**config.mk**
```make
export PLATFORM = sky130hd
export DESIGN_NAME = alu_seq_ctrl
export DESIGN_NICKNAME = d
export VERILOG_FILES = /design/src/rtl/alu_seq_ctrl.sv
export SDC_FILE = /design/constraint.sdc
export NUM_CORES = 1
export LEC_CHECK = 0
export BUFFER_PORTS_ARGS = -buffer_cell sky130_fd_sc_hd__buf_2
export CORE_UTILIZATION = 29
export CTS_CLUSTER_DIAMETER = 80
export CTS_CLUSTER_SIZE = 40
export DETAILED_ROUTE_END_ITERATION = 16
export GPL_ROUTABILITY_DRIVEN = 0
export GPL_TIMING_DRIVEN = 0
export PLACE_DENSITY_LB_ADDON = 0.05
export SLEW_MARGIN = 20
export SYNTH_ARGS = -nofsm -noshare
export SYNTH_HDL_FRONTEND = slang
export SYNTH_SLANG_ARGS = --single-unit
```
**constraint.sdc**
```tcl
create_clock -name Clk -period 2.44 [get_ports Clk]
set_input_delay 0.122 -clock Clk [delete_from_list [all_inputs] [get_ports Clk]]
set_output_delay 0.122 -clock Clk [all_outputs]
set_load 0.01 [all_outputs]
```
**src/rtl/alu_seq_ctrl.sv**
```systemverilog
// Multi-cycle sequencer around a single-step 32-bit ALU with a start/done handshake.
// N-bit shifts/rotates are built by feeding the ALU's 1-bit shift result back into its A input.
module alu_seq_ctrl #(
    parameter int WIDTH = 32,
    parameter int SHW   = 5
) (
    input  logic             Clk,
    input  logic             Reset,
    input  logic             Start,
    input  logic [3:0]       OpIn,
    input  logic [WIDTH-1:0] A,
    input  logic [WIDTH-1:0] B,
    input  logic [SHW-1:0]   ShAmt,
    output logic [WIDTH-1:0] AluA,
    output logic [WIDTH-1:0] AluB,
    output logic [3:0]       AluOp,
    input  logic [WIDTH-1:0] AluOut,
    output logic             Busy,
    output logic             Done,
    output logic [WIDTH-1:0] Result,
    output logic             ZeroOut,
    output logic             Err
);

    typedef enum logic [1:0] {
        IDLE  = 2'd0,
        EXEC  = 2'd1,
        SHIFT = 2'd2,
        FIN   = 2'd3
    } state_t;

    state_t           state_q, state_d;
    logic [WIDTH-1:0] alu_a_q, alu_a_d;     // doubles as the shift accumulator
    logic [WIDTH-1:0] alu_b_q, alu_b_d;
    logic [3:0]       alu_op_q, alu_op_d;
    logic [SHW-1:0]   cnt_q, cnt_d;
    logic [WIDTH-1:0] result_q, result_d;
    logic             zero_q, zero_d;
    logic             err_q, err_d;

    function automatic logic is_arith(input logic [3:0] op);
        return (op <= 4'd4);
    endfunction

    function automatic logic is_shift(input logic [3:0] op);
        case (op)
            4'b1000, 4'b1001, 4'b1010, 4'b1100, 4'b1101: return 1'b1;
            default:                                      return 1'b0;
        endcase
    endfunction

    always_comb begin
        state_d  = state_q;
        alu_a_d  = alu_a_q;
        alu_b_d  = alu_b_q;
        alu_op_d = alu_op_q;
        cnt_d    = cnt_q;
        result_d = result_q;
        zero_d   = zero_q;
        err_d    = err_q;

        case (state_q)
            IDLE: begin
                if (Start) begin
                    cnt_d = ShAmt;
                    err_d = 1'b0;
                    if (is_arith(OpIn)) begin
                        alu_a_d  = A;
                        alu_b_d  = B;
                        alu_op_d = OpIn;
                        state_d  = EXEC;
                    end else if (is_shift(OpIn)) begin
                        if (ShAmt != '0) begin
                            alu_a_d  = A;
                            alu_b_d  = B;
                            alu_op_d = OpIn;
                            state_d  = SHIFT;
                        end else begin
                            result_d = A;
                            zero_d   = (A == '0);
                            state_d  = FIN;
                        end
                    end else begin
                        result_d = '0;
                        zero_d   = 1'b1;
                        err_d    = 1'b1;
                        state_d  = FIN;
                    end
                end
            end
            EXEC: begin
                result_d = AluOut;
                zero_d   = (AluOut == '0);
                state_d  = FIN;
            end
            SHIFT: begin
                cnt_d = cnt_q - SHW'(1);
                // Last pass: capture the result but leave AluA holding its final operand.
                if (cnt_q == SHW'(1)) begin
                    result_d = AluOut;
                    zero_d   = (AluOut == '0);
                    state_d  = FIN;
                end else begin
                    alu_a_d = AluOut;
                end
            end
            FIN: begin
                state_d = IDLE;
            end
            default: begin
                state_d = IDLE;
            end
        endcase
    end

    always_ff @(posedge Clk) begin
        if (Reset) begin
            state_q  <= IDLE;
            alu_a_q  <= '0;
            alu_b_q  <= '0;
            alu_op_q <= '0;
            cnt_q    <= '0;
            result_q <= '0;
            zero_q   <= 1'b0;
            err_q    <= 1'b0;
        end else begin
            state_q  <= state_d;
            alu_a_q  <= alu_a_d;
            alu_b_q  <= alu_b_d;
            alu_op_q <= alu_op_d;
            cnt_q    <= cnt_d;
            result_q <= result_d;
            zero_q   <= zero_d;
            err_q    <= err_d;
        end
    end

    assign AluA    = alu_a_q;
    assign AluB    = alu_b_q;
    assign AluOp   = alu_op_q;
    assign Busy    = (state_q == EXEC) || (state_q == SHIFT);
    assign Done    = (state_q == FIN);
    assign Result  = result_q;
    assign ZeroOut = zero_q;
    assign Err     = err_q;

endmodule

```
* Yosys cells after proc, flatten, opt, wreduce, memory -nomap -nowiden
Cells that the tools add are included.
** Cells by class
- Eq/ne operators :: 16
- Muxes and demuxes :: 38
- Reduce and logical (&&, ||, !) cells :: 16
- Add/subtract/negate cells :: 1
- Magnitude comparators :: 1
** Operators with widths (count)
- 2-to-1 mux 32 bit :: 13
- case mux 32 bit (3 select lines) :: 1
- logical NOT 32 bit :: 2
- case mux 32 bit (2 select lines) :: 1
- == test 4 bit, second input constant :: 5
- 2-to-1 mux 1 bit :: 12
- 2-to-1 mux 4 bit :: 3
- case mux 5 bit (2 select lines) :: 1
- AND reduction 5 bit :: 2
- != test 3 bit, second input constant :: 3
- 2-to-1 mux 2 bit :: 4
- != test 2 bit, second input constant :: 4
- case mux 2 bit (4 select lines) :: 1
- AND reduction 2 bit :: 3
- nonzero test 2 bit :: 3
- == test 5 x 1 -> 1 bit, second input constant :: 1
- 2-to-1 mux 5 bit :: 1
- nonzero test 5 bit :: 1
- OR reduction 5 bit :: 1
- subtractor 5 x 1 -> 5 bit, second input constant :: 1
- == test 2 bit, second input constant :: 2
- less-or-equal comparator 4 x 3 -> 1 bit, second input constant :: 1
- AND reduction 4 bit :: 1
- case mux 1 bit (3 select lines) :: 1
- other kinds (4) :: 4
** Storage, ports and cells
- Register bits after elaboration :: 109
- Word-level logic and storage cells :: 80
- Input port bits :: 108

* Logic depth before layout (Yosys ltp)
- Depth in word-level cells :: 10
- Depth in mapped cells :: 10
- Mapped depth without buffers :: 7

* Least setup slack after synthesis
Ideal clock, no wire load.
- Path kind :: flip-flop to flip-flop
- Start point :: register cnt_q[1]
- End point :: register alu_a_q[27], in the netlist AluA[27]
- Stages on the path, launching flop included :: 9
- Setup slack :: 0.543 ns
- Library setup time :: 0.095 ns
- Data arrival time :: 1.801 ns
- Path buffers :: 2
- Cells stage by stage :: dfxtp_1 > inv_1 > ha_1 > nor4b_1 > nand2b_1 > clkbuf_1 > clkbuf_1 > o22ai_1 > a221oi_1
** Between the ends
- Word-level cells in the longest chain between the ends :: 3
** Ends and longest elaborated chain
- start: declaration :: RTL line 36 : logic [SHW-1:0] cnt_q, cnt_d;
- start signal: assignment :: RTL line 131 : cnt_q <= cnt_d;
- == test 5 x 1 -> 1 bit :: RTL line 99 : if (cnt_q == SHW'(1)) begin
- != test 2 bit (no line)
- AND reduction 5 bit (no line)
- end signal: assignment :: RTL line 128 : alu_a_q <= alu_a_d;
- end: declaration :: RTL line 33 : logic [WIDTH-1:0] alu_a_q, alu_a_d;
No other way between the ends.
A chain may end at the register's enable or synchronous reset.

* Final worst setup path
- Start point :: register state_q[1]
- End point :: register result_q[31], in the netlist Result[31]
** Between the ends
- Word-level cells in the longest chain between the ends :: 3
- Elaborated cells between the ends (all ways) :: 10
- Those cells by class :: eq/ne: 6; mux: 1; reduce/logical: 3
** Ends and longest elaborated chain
- start: declaration :: RTL line 32 : state_t state_q, state_d;
- start signal: assignment :: RTL line 127 : state_q <= state_d;
- == test 2 bit, or another cell as far along :: RTL line 62 : case (state_q)
- != test 2 bit (no line), or another cell as far along
- AND reduction 5 bit (no line)
- end signal: assignment :: RTL line 132 : result_q <= result_d;
- end: declaration :: RTL line 37 : logic [WIDTH-1:0] result_q, result_d;
Several ways; a longest one is shown, not always the timed one.

==> results.json <==
{
  "r2r_cells": 6,
  "clock-root-buffer": "clkbuf_16",
  "routed_wl_um": 18900,
  "cts_buffers": 9,
  "ant_nets": 0,
  "drt_iter0_markers": 328,
  "hp-class": "in2reg",
  "dr_total_vias": 5337,
  "post_drt_wl_per_cell_um": 17.7,
  "timing.final.crit_share_pct": 91.1,
  "tightest_slew_ns": 0.684,
  "maxCapViolCount": 0,
  "finClkSkew_ns": 0.00783,
  "crit_top_cell": "clkbuf_1",
  "ys_seq_elements": 109,
  "nets": 954,
  "dieArea_um2": 17600,
  "start_kind": "flip-flop",
  "overflow": 0,
  "drive_gt1_share_pct": 32.4,
  "cp_slowest_cell": "ha_1",
  "clk_latency_ns": 0.36,
  "rsz0062_at_grt": "no",
  "slew_violations": 0,
  "status": "completed",
  "path_class": "reg2reg",
  "cts_setup_buffers": 0,
  "grt_pass1_vias": 5205,
  "initial_core_util_pct": 29.8,
  "drcViolationCount": 0,
  "synth.area.top_cells": "dfxtp_1 (44%), a21oi_1 (7.6%), nand2_1 (6.2%)",
  "critPathTopFamily": "buffers and inverters",
  "cpPeakStageDelay_ns": 0.43,
  "io_buffers": 210,
  "area_delta_synth_final_pct": 39.2,
  "layout_commonest_cell": "buf_2",
  "max_freq_mhz": 450,
  "clkSlewWorstSetupHoldPaths_ns": 0.08,
  "timing.critical_path.buf_inv": 3,
  "endpoint_kind": "flip-flop",
  "num_io_pins": 212,
  "holdPathStages": 3,
  "min_period_ns": 2.22,
  "relSlewSlack_pct": 54.4,
  "grtUsageTotal_pct": 21.3,
  "synth_cell_type_count": 39,
  "dpl.hpwl_um": 14700,
  "arrival_ns": 2.49,
  "core_um2": 16600,
  "rows": 47,
  "cp_max_fo": 10,
  "leakagePower_uw": 0.00288,
  "cts_tree": "done",
  "yosysTopAreaCell": "dfxtp_1",
  "ys.flop_type": "dfxtp_1",
  "netlist_instances": 589,
  "drt_first_pass_iters": 5,
  "total_power_uw": 8320,
  "yosysWarnings": 0,
  "crit_chain": "inv_1, ha_1, clkbuf_1, clkbuf_1, a21oi_1, a211oi_1",
  "peakVddDrop_uv": 456,
  "p_per_area_nw_per_um2": 1210,
  "antenna_found_initial": 3,
  "synth_fp_nets": 703,
  "setup_violations": 0,
  "cts.sinks": 109,
  "required_ns": 2.71,
  "synth_edf_count": 0,
  "utilization_pct": 41.5,
  "grt_pass1_wl_um": 28700,
  "grt_start_max_net_pins": 20,
  "syn_area_um2": 4940,
  "h-tree-depth": 3,
  "synth_top_area_share_pct": 44.2,
  "syn_area_per_cell_um2": 8.39,
  "die_y_um": 133,
  "ys_async_sr_fraction_pct": 0,
  "via_per_inst": 5.00,
  "cp_num_cells": 6,
  "cts_buffer_depth": 2,
  "yosysSeqAreaShare_pct": 44.2,
  "finalHoldViolations": 0,
  "final_cell_mix": "buf_2 (220), dfxtp_1 (109), nand2_1 (81)",
  "die_width_um": 133
}
sequential cells by signal, indices dropped and copies added, names as in the netlist:
register and count:
AluB 32, AluA 32, AluOp 4, ZeroOut 1, Err 1, state_q 2, Result 32, cnt_q 5
logic make-up (layout without fill, tap and decap cells):
group / Yosys count / after routing / share of synthesized area [%]
AND/OR/NAND/NOR: 188 / 188 / 18.4
flip-flops: 109 / 109 / 44.2
adder cells (fa/ha/maj): 6 / 6 / 1.52
multiplexers: 2 / 2 / 0.405
buffers and inverters: 91 / 347 / 7.88
AO/OA/AOI/OAI: 193 / 193 / 27.7
other: 0 / 2 / 0
worst paths after layout:
check / startpoint / endpoint / slack, ns
hold reg to reg: AluB[12]$_SDFFE_PP0P_ / AluB[12]$_SDFFE_PP0P_ / 0.45
setup reg to reg: state_q[1]$_SDFFE_PP0P_ / Result[31]$_SDFFE_PP0P_ / 0.22
hold / removal: B[26] / AluB[26]$_SDFFE_PP0P_ / 0.004
setup / recovery: state_q[1]$_SDFFE_PP0P_ / Result[31]$_SDFFE_PP0P_ / 0.22
cell type report:
cell class | instances | area (µm²)
Fill cell | 1725 | 9710
Multi-Input combinational cell | 389 | 2380
Sequential cell | 109 | 2180
Timing Repair Buffer | 240 | 1350
Tap cell | 220 | 275
Buffer | 52 | 251
Clock buffer | 9 | 225
Inverter | 39 | 146
Clock inverter | 7 | 57.6
Antenna cell | 2 | 5.00
cells in the mapped netlist, drive strengths merged, types with 2 or more instances:
| cell type | count |
|---|---|
| a221oi | 33 |
| clkbuf | 34 |
| nand4 | 4 |
| o22ai | 33 |
| nor4b | 2 |
| buf | 18 |
| ha | 6 |
| a211oi | 33 |
| o21ai | 8 |
| a21oi | 75 |
| nor3b | 32 |
| mux2i | 2 |
| a22o | 2 |
| or4 | 2 |
| nand2b | 2 |
| nand2 | 82 |
| dfxtp | 109 |
| nor2 | 44 |
| nor4 | 14 |
| a22oi | 2 |
| inv | 39 |
| and2 | 2 |
| nor3 | 2 |
worst reg2reg max path, delay by kind of cell, from the launching register on:
kind	cells	cell delay [ns]
compound gates	2	0.43
fa+ha+maj	1	0.43
flops	1	0.38
buf+inv	3	0.89
per-stage QoR:
| stage | cell area [µm²] | TNS [ns] | hold slack, ns | cells | setup WS, ns |
|---|---|---|---|---|---|
| 2_1_floorplan | 4940 | 0 | 0.258 | 589 | 0.543 |
| 3_3_place_gp | 6270 | -0.263 | 0.363 | 1019 | -0.0518 |
| 3_5_place_dp | 6270 | -1.23 | 0.369 | 1019 | -0.108 |
| 4_1_cts | 6850 | 0 | 0.00262 | 1065 | 0.0619 |
| 5_1_grt | 6880 | 0 | 0.0141 | 1067 | 0.0107 |
| 6_report | 6880 | 0 | 0.00356 | 1067 | 0.218 |
timing repair:
action                                  CTS  global route
gates resized for setup                   3             8
hold buffers                             30             0
endpoints found under the setup margin   28            66
hold endpoints to repair                 30             0
power breakdown:
part / switching [µW] / total (µW) / internal [µW]
clock network: 745 / 1460 / 711
registers: 315 / 2670 / 2350
logic: 2620 / 4200 / 1570
layer usage:
| metal | track usage [%] | up-vias | wire (µm) |
|---|---|---|---|
| met2 | 33.0 | 206 | 8530 |
| li1 | - | 2628 | - |
| met4 | 8.94 | 0 | 378 |
| met1 | 28.2 | 2476 | 8610 |
| met3 | 5.02 | 27 | 1370 |
| met5 | 0 | - | 0 |
No activity file was read; power rests on OpenSTA's default activity.
